`config.mk`:
```
export PLATFORM = sky130hd
export DESIGN_NAME = cnn_conv_sequencer
export DESIGN_NICKNAME = d
export VERILOG_FILES = /design/src/rtl/cnn_conv_sequencer.sv
export SDC_FILE = /design/constraint.sdc
export NUM_CORES = 1
export LEC_CHECK = 0
export CAP_MARGIN = 0
export CORE_MARGIN = 4
export CORE_UTILIZATION = 33
export DETAILED_ROUTE_END_ITERATION = 10
export DONT_BUFFER_PORTS = 1
export PLACE_DENSITY = 0.53
export SLEW_MARGIN = 10
export SYNTH_ARGS = -nofsm -noshare
export SYNTH_HDL_FRONTEND = slang
export SYNTH_SLANG_ARGS = --single-unit
export TNS_END_PERCENT = 20
```
`constraint.sdc`:
```
create_clock -name clk -period 7.2 [get_ports clk]
set_input_delay 1.44 -clock clk [delete_from_list [all_inputs] [get_ports clk]]
set_output_delay 1.44 -clock clk [all_outputs]
set_load 0.03 [all_outputs]
```
`src/rtl/cnn_conv_sequencer.sv`:
```
// Control FSM for one ROWS x COLS tile convolved with a K x K filter (stride 1, no padding).
// Issues buffer reads, MAC clear/enable strobes and hands finished pixels out via valid/ready.
module cnn_conv_sequencer #(
    parameter int ROWS    = 8,
    parameter int COLS    = 32,
    parameter int K       = 3,
    parameter int RD_LAT  = 1,
    parameter int MAC_LAT = 1,
    localparam int OUT_ROWS = ROWS - K + 1,
    localparam int OUT_COLS = COLS - K + 1,
    localparam int IAW      = $clog2(ROWS * COLS),
    localparam int FAW      = $clog2(K * K),
    localparam int OAW      = $clog2(OUT_ROWS * OUT_COLS)
) (
    input  logic           clk,
    input  logic           rst,
    input  logic           start,
    output logic           busy,
    output logic           done,
    output logic           img_rd_en,
    output logic [IAW-1:0] img_addr,
    output logic           flt_rd_en,
    output logic [FAW-1:0] flt_addr,
    output logic           mac_en,
    output logic           mac_clr,
    output logic           out_valid,
    input  logic           out_ready,
    output logic [OAW-1:0] out_addr
);

    localparam int RW    = $clog2(OUT_ROWS + 1);
    localparam int CW    = $clog2(OUT_COLS + 1);
    localparam int KW    = $clog2(K + 1);
    localparam int DRAIN = RD_LAT + MAC_LAT;
    localparam int DW    = $clog2(DRAIN);

    typedef enum logic [2:0] {IDLE, ACCUM, DRAIN_S, WRITE, DONE_S} state_t;

    state_t        state;
    state_t        state_nxt;
    logic [RW-1:0] r;
    logic [CW-1:0] c;
    logic [KW-1:0] kr;
    logic [KW-1:0] kc;
    logic [DW-1:0] drn_cnt;

    logic rd_en;
    logic rd_first;
    logic tap_last;
    logic pix_last;

    // Read strobe delay line feeding the MAC, one entry per read-latency cycle
    logic rd_vld_p   [RD_LAT];
    logic rd_first_p [RD_LAT];

    assign rd_en    = (state == ACCUM);
    assign rd_first = rd_en && (kr == '0) && (kc == '0);
    assign tap_last = (kr == KW'(K - 1)) && (kc == KW'(K - 1));
    assign pix_last = (r == RW'(OUT_ROWS - 1)) && (c == CW'(OUT_COLS - 1));

    always_ff @(posedge clk) begin
        if (rst) begin
            state <= IDLE;
        end else begin
            state <= state_nxt;
        end
    end

    always_comb begin
        state_nxt = state;
        case (state)
            IDLE:    if (start) state_nxt = ACCUM;
            ACCUM:   if (tap_last) state_nxt = DRAIN_S;
            DRAIN_S: if (drn_cnt == '0) state_nxt = WRITE;
            WRITE:   if (out_ready) state_nxt = pix_last ? DONE_S : ACCUM;
            DONE_S:  state_nxt = IDLE;
            default: state_nxt = IDLE;
        endcase
    end

    always_ff @(posedge clk) begin
        if (rst) begin
            r       <= '0;
            c       <= '0;
            kr      <= '0;
            kc      <= '0;
            drn_cnt <= '0;
        end else begin
            case (state)
                IDLE: begin
                    if (start) begin
                        r  <= '0;
                        c  <= '0;
                        kr <= '0;
                        kc <= '0;
                    end
                end
                ACCUM: begin
                    if (kc == KW'(K - 1)) begin
                        kc <= '0;
                        if (kr == KW'(K - 1)) begin
                            kr      <= '0;
                            drn_cnt <= DW'(DRAIN - 1);
                        end else begin
                            kr <= kr + 1'b1;
                        end
                    end else begin
                        kc <= kc + 1'b1;
                    end
                end
                DRAIN_S: begin
                    if (drn_cnt != '0) drn_cnt <= drn_cnt - 1'b1;
                end
                WRITE: begin
                    if (out_ready && !pix_last) begin
                        if (c == CW'(OUT_COLS - 1)) begin
                            c <= '0;
                            r <= r + 1'b1;
                        end else begin
                            c <= c + 1'b1;
                        end
                    end
                end
                DONE_S: begin
                    r <= '0;
                    c <= '0;
                end
                default: ;
            endcase
        end
    end

    always_ff @(posedge clk) begin
        if (rst) begin
            for (int i = 0; i < RD_LAT; i++) begin
                rd_vld_p[i]   <= 1'b0;
                rd_first_p[i] <= 1'b0;
            end
        end else begin
            rd_vld_p[0]   <= rd_en;
            rd_first_p[0] <= rd_first;
            for (int i = 1; i < RD_LAT; i++) begin
                rd_vld_p[i]   <= rd_vld_p[i-1];
                rd_first_p[i] <= rd_first_p[i-1];
            end
        end
    end

    always_comb begin
        busy      = (state != IDLE);
        done      = (state == DONE_S);
        img_rd_en = rd_en;
        flt_rd_en = rd_en;
        img_addr  = '0;
        flt_addr  = '0;
        out_valid = (state == WRITE);
        out_addr  = '0;
        mac_en    = rd_vld_p[RD_LAT-1];
        mac_clr   = rd_first_p[RD_LAT-1];
        if (rd_en) begin
            img_addr = IAW'((32'(r) + 32'(kr)) * 32'(COLS) + 32'(c) + 32'(kc));
            flt_addr = FAW'(32'(kr) * 32'(K) + 32'(kc));
        end
        if (state == WRITE) begin
            out_addr = OAW'(32'(r) * 32'(OUT_COLS) + 32'(c));
        end
    end

endmodule

```
# Word level (Yosys, flattened, before mapping)
# Memory sizes are Yosys's and may differ from the RTL's.
# Index checks and enable logic that the tools add are counted.
[classes]
n_addsub = 10
mul = 2
eq_ne = 16
mux = 34
reduce_logical = 21
[ops]
columns = ["operator", "count"]
rows = [
  ["2-to-1 mux 3 bit", 8],
  ["adder 8 x 5 -> 8 bit", 2],
  ["2-to-1 mux 8 bit", 2],
  ["2-to-1 mux 5 bit", 3],
  ["case mux 5 bit (3 select lines)", 1],
  ["!= test 2 x 1 -> 1 bit (second input constant)", 6],
  ["case mux 3 bit (4 select lines)", 1],
  ["2-to-1 mux 1 bit", 10],
  ["case mux 3 bit (3 select lines)", 1],
  ["AND reduction 3 bit", 3],
  ["adder 8 x 2 -> 8 bit", 1],
  ["2-to-1 mux 2 bit", 4],
  ["case mux 2 bit (2 select lines)", 2],
  ["AND reduction 4 bit", 2],
  ["multiplier 3 x 4 -> 7 bit (second input constant)", 1],
  ["equality test 3 x 2 -> 1 bit (second input constant)", 2],
  ["equality test 3 bit (second input constant)", 2],
  ["nonzero test 3 bit", 2],
  ["adder 5 x 1 -> 5 bit (second input constant)", 1],
  ["equality test 5 bit (second input constant)", 1],
  ["logical AND 1 bit", 5],
  ["adder 2 x 1 -> 2 bit (second input constant)", 2],
  ["adder 4 x 2 -> 4 bit", 1],
  ["equality test 2 bit (second input constant)", 2],
  ["other kinds (14)", 18],
]
[totals]
regBits = 16
mem_bits_rw = 2
output_inout_bits = 27
mem_count = 2
[memory_table]
columns = ["name", "words", "word_bits", "read_ports", "rd_clocked_by_memory_dff", "wr", "line", "source"]
rows = [
  ["rd_first_p", 1, 1, 1, 0, 1, "54", "logic rd_first_p [RD_LAT];"],
  ["rd_vld_p", 1, 1, 1, 0, 1, "53", "logic rd_vld_p [RD_LAT];"],
]

# Depth between registers and ports, before layout
# Gate-level depths: netlist of run 1.
[logic_depth]
ltp_word = 6
ltp_mapped = 8

# Worst setup path before layout of run 1
# No wires, ideal clock.
[synth_timing]
kind = "reg-to-output"
start = "reg r[0]"
end = "out out_addr[7]"
arrival_time_ns = 3.170
t_required_ns = 5.760
path_slack_ns = 2.590
path_stages_with_launch = 8
path_cell_list = "dfxtp_1 > fa_1 > ha_1 > fa_1 > ha_1 > o21ai_0 > a2111oi_0 > mux2i_1"
[synth_between]
elab_chain_cells = 3
[synth_rtl]
columns = ["item", "line", "source"]
rows = [
  ["from (decl)", "41", "logic [RW-1:0] r;"],
  ["from (signal assigned)", "118", "r <= r + 1'b1;"],
  ["multiplier 3 x 4 -> 7 bit", "165", "out_addr = OAW'(32'(r) * 32'(OUT_COLS) + 32'(c));"],
  ["adder 8 x 5 -> 8 bit", "165", ""],
  ["2-to-1 mux 8 bit", "164", "if (state == WRITE) begin"],
  ["to (decl)", "28", "output logic [OAW-1:0] out_addr"],
]
# No other way between the ends.

# Final worst setup path of run 1
# Ends and elaborated chain as after synthesis.

==> impl_metrics.py, run 1 <==
metrics = {
    "run_status": {
        "outcome": "completed",
    },
    "clock_tree": {
        "cts_tree": "yes",
        "cts_buffers": 3,
        "clock_sinks": 18,
        "cts_buffer_depth": 2,
        "ctsHoldBuffers": 0,
        "clkTransAtPathRegs_ns": 0.07,
        "ctsResizeCount": 0,
        "htreeDepth": 1,
        "cts_setup_buffers": 0,
        "insertion_delay_ns": 0.25,
        "clockRootBuffer": "clkbuf_8",
    },
    "cells_and_area": {
        "fillCellCount": 556,
        "drive_above_1_share_pct": 4.85,
        "areaGrowthSynthToFinish_pct": 4.26,
        "ff_latch_area_um2": 360,
        "final_cell_mix": "nor2_1 (21), ha_1 (21), inv_1 (20)",
        "final_core_util_pct": 35.4,
        "multi_input_area_um2": 1240,
        "nNetsFinal": 241,
        "n_antenna_cell": 0,
    },
    "place": {
        "dp_slack_ns": 2.35,
        "dp_hpwl_um": 2960,
        "gp_congestion": 0.773,
        "port_buffers": 0,
    },
    "floorplanning": {
        "rows": 26,
        "ios": 31,
        "dieArea_um2": 6480,
        "core_um2": 5110,
        "die_h_um": 80.5,
        "die_x_um": 80.5,
        "floorplan.initialDensity_pct": 34.0,
    },
    "timing": {
        "fin_crit_sh_pct": 70.6,
        "hold_viol": 0,
        "report.final.slew_viol_count": 0,
        "max_slew_margin_pct": 32.3,
        "fmax_ghz": 0.197,
        "tightest_slew_ns": 1.01,
        "rsz0062_at_grt": "no",
        "setup_tns_ns": 0,
        "setup_viol": 0,
        "post-route-min-period_ns": 5.09,
        "skew_ns": 0.00496,
        "setup_ws_ns": 2.11,
    },
    "power": {
        "p_leak_nw": 0.739,
        "p_comb_share_pct": 21.5,
        "ir_worst_vdd_mv": 0.0585,
        "power.switching_uw": 80.6,
        "p_per_area_nw_per_um2": 132,
        "seqPwrFrac_pct": 49.0,
        "clkPwrFrac_pct": 29.5,
        "switching_share_pct": 33.8,
        "intPower_uw": 158,
    },
    "critical_path": {
        "arrival_ns": 3.65,
        "path_max_fanout": 8,
        "rrSetupSlack_ns": 5.05,
        "crit_type": "register to output pin",
        "required_ns": 5.76,
        "cp-start-kind": "register",
        "r2r_cells": 5,
        "crit_end": "out_addr[7]",
        "r2r_start": "r[0]",
        "end_kind": "output pin",
        "startpoint": "r[0]",
        "r2r_end": "c[1]",
    },
    "logic_synthesis": {
        "synth_async_sr_flop_share_pct": 0,
        "synth.distinct_cells": 49,
        "synth_cells": 213,
        "ys_top_cells_by_area": "dfxtp_1 (21%), ha_1 (15%), fa_1 (9.2%)",
        "synth_ff_type": "dfxtp_1",
        "synth_top_cell_by_area": "dfxtp_1",
        "yosys_warnings": 0,
        "synth-edff-count": 0,
        "syn-cell-area_um2": 1730,
        "synth-seq-cells": 18,
        "ys_seq_area_share_pct": 20.8,
        "yosysTopAreaCellShare_pct": 20.8,
        "synth_area_per_cell_um2": 8.14,
        "syn-num-nets": 246,
    },
    "detailed_routing": {
        "wirelength_um": 3810,
        "drc": 0,
        "final_antenna_net_count": 0,
        "wire_per_inst_um": 13.8,
        "num_vias": 1416,
        "drt_iter0_markers": 82,
        "drt-pass1-iter-count": 5,
        "viasPerCell": 5.13,
    },
    "job": {
        "drv_cap": 0,
    },
    "global_routing": {
        "grt_max_degree": 16,
        "grt_pass1_vias": 1392,
        "overflow": 0,
        "track_usage_pct": 12.5,
        "grt_pass1_wl_um": 6510,
        "antenna_found_initial": 0,
    },
    "min_path": {
        "worstHoldPathType": "register to register",
    },
}
## worst max-delay path, cell delays in order, from the launching register on
cell and delay (ns):
dfxtp_1 0.55, fa_1 0.52, ha_1 0.26, fa_1 0.43
ha_1 0.31, o21ai_0 0.14, a2111oi_0 0.53, mux2i_1 0.65
## how the worst min path moves through the flow
stage | to | cells past startpoint | startpoint | slack [ns]
finish | drn_cnt | 3 | drn_cnt | 0.57
global route | drn_cnt | 3 | drn_cnt | 0.63
CTS | drn_cnt | 3 | drn_cnt | 0.57
detailed placement | drn_cnt | 3 | drn_cnt | 0.56
global placement | drn_cnt | 3 | drn_cnt | 0.57
floorplan | c[4] | 2 | c[4] | 0.51
## sequential cells by signal, indices dropped and copies added (netlist names)
signal and count:
kr 2, drn_cnt 1, rd_vld_p 1, kc 2, rd_first_p 1, r 3
c 5, state 3
## through the flow
stage / std cells / power [mW] / hold slack, ns / area, um2
2_1_floorplan: 213 / 0.163 / 0.509 / 1730
3_3_place_gp: 273 / 0.171 / 0.565 / 1770
3_5_place_dp: 273 / 0.171 / 0.565 / 1770
4_1_cts: 276 / 0.242 / 0.574 / 1810
5_1_grt: 276 / 0.253 / 0.630 / 1810
6_report: 276 / 0.238 / 0.572 / 1810
## synth_stat cells (all sizes together) (2+ instances only)
cell and instances:
o31ai 3, xnor2 3, o21ai 11, inv 20
a21o 2, nand3b 2, a31oi 4, nand2 8
nor3 8, nand3 5, or4 3, dfxtp 18
nand2b 2, and4 2, nor3b 2, and3b 2
a211oi 2, and2 6, or3 5, ha 21
clkbuf 6, nand4 3, and3 2, a21oi 15
xor2 5, buf 4, fa 8, mux2 2
nor2 21, nor2b 3
## cell families (layout without fill, tap and decap cells)
logic type               Yosys count  count (layout)  synth area share (%)
AND/OR/NAND/NOR                   77              77                  24.4
XOR/XNOR                           8               8                  4.04
multiplexers                       3               3                  1.88
adder cells (fa/ha/maj)           29              29                  24.4
flip-flops                        18              18                  20.8
buffers and inverters             31              24                  7.79
AO/OA/AOI/OAI                     47              47                  16.7
## metal layers
metal	GRT usage (%)	vias up	share of wire [%]
met2	20.5	19	47
met4	2.36	0	0.50
met5	0	-	0
met1	16.9	666	49
li1	-	729	-
met3	2.47	2	3.9
## final cells by class
cell class              instances  share of cell area [%]
well taps                      70                    4.84
clock buffers                   3                    2.28
flip-flops and latches         18                    19.9
multi-input cells             164                    68.5
inverters                      21                    4.43
## power by group through the flow
| stage | logic, mW | registers (mW) | clock network (mW) |
|---|---|---|---|
| 2_1_floorplan | 0.0485 | 0.115 | 0 |
| 3_3_place_gp | 0.0513 | 0.119 | 0 |
| 3_5_place_dp | 0.0514 | 0.119 | 0 |
| 4_1_cts | 0.0517 | 0.117 | 0.0730 |
| 5_1_grt | 0.0591 | 0.118 | 0.0761 |
| 6_report | 0.0513 | 0.117 | 0.0703 |
(Power assumes the default switching activity.)
==> run 2, diff against run 1 <==
Settings changed: PLACE_DENSITY 0.53 to 0.54.
Clock period 7.2 ns to 4.25 ns, I/O delays scaled along.
==> run 2 against run 1 <==
  * Design area increased by 4.1%
  * First-iteration DRC count rose by 9.8%
  * Via count grew 3.4%
  * Sequential power grew 69%
  * Die area did not move
  * Wire length rose by 2.9%
  * Worst hold slack got worse by 0.026 ns
  * Non-clock buffer count up 7
  * Critical path depth rose by 1
  * Clock skew fell by 0.0032 ns
  * Clock power rose by 100%
  * Utilization rose by 1.4 points
  * Largest power group unchanged
  * Highest routed layer unchanged
==> impl_metrics.py, run 2 (synthesis gave the netlist of run 1 again) <==
metrics = {
    "clock_tree": {
        "clockRootBuffer": "clkbuf_8",
        "clkTransAtPathRegs_ns": 0.07,
        "cts_tree": "yes",
        "cts_buffer_depth": 2,
        "cts_buffers": 3,
        "insertion_delay_ns": 0.26,
        "clock_sinks": 18,
        "htreeDepth": 1,
    },
    "critical_path": {
        "path_max_fanout": 6,
        "cp-start-kind": "register",
        "crit_chain": "fa_1, ha_1, fa_1, ha_1, o21ai_0, a2111oi_2, mux2i_1, buf_4",
        "slowest_delay_ns": 0.50,
        "r2r_end": "c[1]",
        "required_ns": 3.40,
        "arrival_ns": 3.21,
        "crit_type": "register to output pin",
        "critPathSlowestCell": "fa_1",
        "end_kind": "output pin",
        "r2r_cells": 4,
        "rrSetupSlack_ns": 2.07,
        "startpoint": "r[1]",
        "crit_end": "out_addr[7]",
        "r2r_start": "state[0]",
    },
    "place": {
        "dp_hpwl_um": 3010,
        "port_buffers": 0,
        "dp_cells": 280,
        "gp_congestion": 0.757,
    },
    "timing": {
        "report.final.slew_viol_count": 0,
        "setup_viol": 0,
        "fmax_ghz": 0.246,
        "hold_viol": 0,
        "tightest_slew_ns": 1.04,
        "rsz0062_at_grt": "no",
        "fin_crit_sh_pct": 95.5,
        "post-route-min-period_ns": 4.06,
        "skew_ns": 0.00174,
        "setup_tns_ns": 0,
        "max_slew_margin_pct": 29.8,
    },
    "job": {
        "drv_cap": 0,
    },
    "global_routing": {
        "track_usage_pct": 12.9,
        "grt_pass1_vias": 1390,
        "grt_pass1_wl_um": 6700,
        "antenna_found_initial": 0,
        "grt_max_degree": 16,
        "overflow": 0,
    },
    "cells_and_area": {
        "layout.cells.non_filler": 284,
        "nNetsFinal": 248,
        "largest_register": "c",
        "reg.largest.list": "c (5), r (3), state (3)",
        "n_antenna_cell": 0,
        "ff_latch_area_um2": 362,
        "multi_input_area_um2": 1240,
        "drive_above_1_share_pct": 9.35,
        "largest_reg_flops": 5,
        "areaGrowthSynthToFinish_pct": 8.51,
        "final_cell_mix": "nor2_1 (21), ha_1 (21), inv_1 (20)",
        "fillCellCount": 566,
    },
    "power": {
        "ir_worst_vdd_mv": 0.101,
        "intPower_uw": 287,
        "clkPwrFrac_pct": 33.4,
        "power.switching_uw": 142,
        "seqPwrFrac_pct": 46.1,
        "p_comb_share_pct": 20.5,
        "p_per_area_nw_per_um2": 228,
        "switching_share_pct": 33.1,
        "p_leak_nw": 0.785,
    },
    "floorplanning": {
        "ios": 31,
        "die_x_um": 80.5,
        "die_h_um": 80.5,
        "dieArea_um2": 6480,
        "floorplan.initialDensity_pct": 34.0,
        "core_um2": 5110,
        "rows": 26,
    },
    "detailed_routing": {
        "wirelength_um": 3930,
        "drt_iter0_markers": 90,
        "drt-pass1-iter-count": 5,
        "drc": 0,
        "viasPerCell": 5.15,
        "wire_per_inst_um": 13.8,
        "final_antenna_net_count": 0,
        "num_vias": 1464,
    },
    "run_status": {
        "outcome": "completed",
    },
    "min_path": {
        "worstHoldPathType": "register to register",
    },
}
## run 2: worst max-delay path: cells and delay by family, from the launching register on
family,cells,cell delay [ns]
adders and majority gates,4,1.53
AOI/OAI and AO/OA,2,0.61
DFF,1,0.40
muxes,1,0.22
buffers and inverters,1,0.18
## run 2: power groups by stage
| stage | combinational, mW | clock [mW] | sequential [mW] |
|---|---|---|---|
| global placement | 0.0869 | 0 | 0.202 |
| floorplan | 0.0821 | 0 | 0.194 |
| detailed placement | 0.0878 | 0 | 0.202 |
| finish | 0.0878 | 0.143 | 0.198 |
| CTS | 0.0890 | 0.148 | 0.198 |
| global route | 0.0990 | 0.155 | 0.200 |
## run 2: how the worst min path moves through the flow
stage          cells after the start  slack [ns]     from      end
2_1_floorplan                      2        0.51     c[4]     c[4]
3_3_place_gp                       3        0.56  drn_cnt  drn_cnt
3_5_place_dp                       3        0.57  drn_cnt  drn_cnt
4_1_cts                            3        0.58  drn_cnt  drn_cnt
5_1_grt                            2        0.58     r[1]     r[1]
6_report                           2        0.55     r[1]     r[1]
## run 2: per-stage QoR
step | total power [mW] | hold slack [ns] | util, % | instance area [um2] | setup slack, ns
after detailed placement | 0.290 | 0.569 | 35.6 | 1820 | 0.251
after global routing | 0.454 | 0.578 | 36.8 | 1880 | 0.0159
after global placement | 0.289 | 0.560 | 35.6 | 1820 | 0.366
final | 0.429 | 0.546 | 36.8 | 1880 | 0.191
after CTS | 0.435 | 0.582 | 36.7 | 1880 | 0.0145
after floorplan | 0.277 | 0.509 | - | 1730 | 0.230
## run 2: cell type report
type,count,area share (%)
clock buffer,4,2.93
inverter,21,4.26
multi-input combinational,164,66.2
sequential,18,19.2
tap,70,4.65
timing repair buffer,7,2.79
## run 2: per-layer routing
layer	GRT usage, %	wire length [um]
met1	17.8	1930
met2	20.6	1830
met3	2.58	138
met4	3.04	28
met5	0	0
## run 2: repair_timing
action	in CTS	in global routing
resized for setup	1	2
hold buffers	0	0
pin swaps	0	0
buffers inserted	0	0
endpoints found under the setup margin	1	1
==> run 3, diff against run 2 <==
Settings changed: PLACE_DENSITY 0.54 to 0.53.
Clock period 4.25 ns to 4.3 ns, I/O delays scaled along.
==> run 3 against run 2 <==
  * Sequential share of layout area increased by 0.25 points
  * Power decreased by 7.0%
  * Via count decreased by 2.5%
  * Global-route usage decreased by 0.82 points
  * Die area unchanged
  * Design area decreased by 0.93%
  * Combinational power decreased by 4.0%
==> impl_metrics.py, run 3 (synthesis gave the netlist of run 1 again) <==
metrics = {
    "cells_and_area": {
        "fillCellCount": 549,
        "final_cell_mix": "nor2_1 (21), ha_1 (21), inv_1 (20)",
        "drive_above_1_share_pct": 8.92,
        "multi_input_area_um2": 1240,
        "n_antenna_cell": 0,
        "areaGrowthSynthToFinish_pct": 7.50,
        "largest_reg_flops": 5,
        "ff_latch_area_um2": 363,
        "largest_register": "c",
        "reg.largest.list": "c (5), r (3), state (3)",
        "nNetsFinal": 248,
    },
    "power": {
        "intPower_uw": 264,
        "seqPwrFrac_pct": 49.0,
        "clkPwrFrac_pct": 29.8,
        "switching_share_pct": 33.7,
        "power.switching_uw": 135,
        "p_leak_nw": 0.778,
        "p_per_area_nw_per_um2": 214,
        "p_comb_share_pct": 21.1,
        "ir_worst_vdd_mv": 0.0857,
    },
    "global_routing": {
        "antenna_found_initial": 0,
        "grt_max_degree": 16,
        "grt_pass1_vias": 1385,
        "grt_pass1_wl_um": 6300,
        "track_usage_pct": 12.1,
        "overflow": 0,
    },
    "clock_tree": {
        "clockRootBuffer": "clkbuf_8",
        "cts_buffer_depth": 2,
        "clkTransAtPathRegs_ns": 0.07,
        "cts_setup_buffers": 0,
        "ctsResizeCount": 0,
        "ctsHoldBuffers": 0,
        "htreeDepth": 1,
        "clock_sinks": 18,
        "cts_buffers": 3,
        "cts_tree": "yes",
        "insertion_delay_ns": 0.25,
    },
    "detailed_routing": {
        "wire_per_inst_um": 13.1,
        "drt_iter0_markers": 78,
        "viasPerCell": 5.04,
        "num_vias": 1427,
        "drt-pass1-iter-count": 4,
        "wirelength_um": 3720,
        "drc": 0,
        "final_antenna_net_count": 0,
    },
    "critical_path": {
        "arrival_ns": 3.22,
        "required_ns": 3.44,
        "slowest_delay_ns": 0.50,
        "rrSetupSlack_ns": 2.17,
        "crit_type": "register to output pin",
        "crit_chain": "fa_1, ha_1, fa_1, ha_1, o21ai_0, a2111oi_1, mux2i_1, buf_4",
        "r2r_end": "c[0]",
        "path_max_fanout": 8,
        "critPathSlowestCell": "fa_1",
        "r2r_start": "state[0]",
        "r2r_cells": 4,
        "startpoint": "r[2]",
        "crit_end": "out_addr[7]",
        "cp-start-kind": "register",
        "end_kind": "output pin",
    },
    "floorplanning": {
        "floorplan.initialDensity_pct": 34.0,
        "ios": 31,
        "die_h_um": 80.5,
        "dieArea_um2": 6480,
        "core_um2": 5110,
        "rows": 26,
        "die_x_um": 80.5,
    },
    "timing": {
        "fmax_ghz": 0.245,
        "tightest_slew_ns": 0.985,
        "fin_crit_sh_pct": 95.0,
        "rsz0062_at_grt": "no",
        "setup_tns_ns": 0,
        "skew_ns": 0.00632,
        "max_slew_margin_pct": 33.8,
        "hold_viol": 0,
        "setup_viol": 0,
        "setup_ws_ns": 0.217,
        "post-route-min-period_ns": 4.08,
        "report.final.slew_viol_count": 0,
    },
    "place": {
        "dp_hpwl_um": 2920,
        "port_buffers": 0,
        "gp_congestion": 0.785,
        "dp_slack_ns": 0.313,
    },
    "run_status": {
        "outcome": "completed",
    },
    "min_path": {
        "worstHoldPathType": "register to register",
    },
    "job": {
        "drv_cap": 0,
    },
}
-- run 3: cell types whose count changed in the layout (fill, tap and decap cells not counted) --
| cell | delta |
|---|---|
| dfxtp_2 | +1 |
| dfxtp_1 | -1 |
| clkbuf_8 | -1 |
| a2111oi_1 | +1 |
| a2111oi_2 | -1 |
-- run 3: how the worst min path moves through the flow --
| stage | slack (ns) | end | depth (start not counted) | from |
|---|---|---|---|---|
| 2_1_floorplan | 0.51 | c[4] | 2 | c[4] |
| 3_3_place_gp | 0.56 | drn_cnt | 3 | drn_cnt |
| 3_5_place_dp | 0.56 | drn_cnt | 3 | drn_cnt |
| 4_1_cts | 0.57 | drn_cnt | 3 | drn_cnt |
| 5_1_grt | 0.62 | drn_cnt | 3 | drn_cnt |
| 6_report | 0.54 | r[1] | 2 | r[1] |
-- run 3: power by group through the flow --
| stage | clock, mW | sequential, mW | combinational [mW] |
|---|---|---|---|
| 5_1_grt | 0.128 | 0.198 | 0.0974 |
| 3_5_place_dp | 0 | 0.200 | 0.0851 |
| 4_1_cts | 0.121 | 0.196 | 0.0857 |
| 6_report | 0.119 | 0.196 | 0.0843 |
| 2_1_floorplan | 0 | 0.192 | 0.0812 |
| 3_3_place_gp | 0 | 0.200 | 0.0854 |
-- run 3: layout make-up --
type	count	area share (%)
clock buffers	3	2.21
inverters	21	4.30
multi-input cells	164	66.5
flip-flops and latches	18	19.5
well taps	70	4.70
repair buffers	7	2.82
-- run 3: metal layers --
layer | share of wire, % | vias to the layer above | GRT usage, % | wire length (um)
met3 | 2.1 | 2 | 2.24 | 78
met5 | 0 | - | 0 | 0
met2 | 47 | 14 | 20.5 | 1730
li1 | - | 743 | - | -
met4 | 0.46 | 0 | 2.53 | 17
met1 | 51 | 668 | 16.0 | 1890
-- run 3: worst max-delay path, delay by kind of cell (launching register included) --
kind            cells  cell delay [ns]
flops               1             0.42
mux                 1             0.23
compound gates      2             0.61
buf+inv             1             0.18
fa+ha+maj           4             1.52
-- run 3: per-stage QoR --
| stage | instance area (um2) | hold WS [ns] | utilization, % | total power [mW] | cells |
|---|---|---|---|---|---|
| finish | 1860 | 0.544 | 36.5 | 0.399 | 283 |
| global route | 1860 | 0.621 | 36.5 | 0.424 | 283 |
| CTS | 1860 | 0.569 | 36.4 | 0.403 | 283 |
| detailed placement | 1820 | 0.555 | 35.6 | 0.285 | 280 |
| global placement | 1820 | 0.561 | 35.6 | 0.285 | 280 |
| floorplan | 1730 | 0.509 | - | 0.273 | 213 |
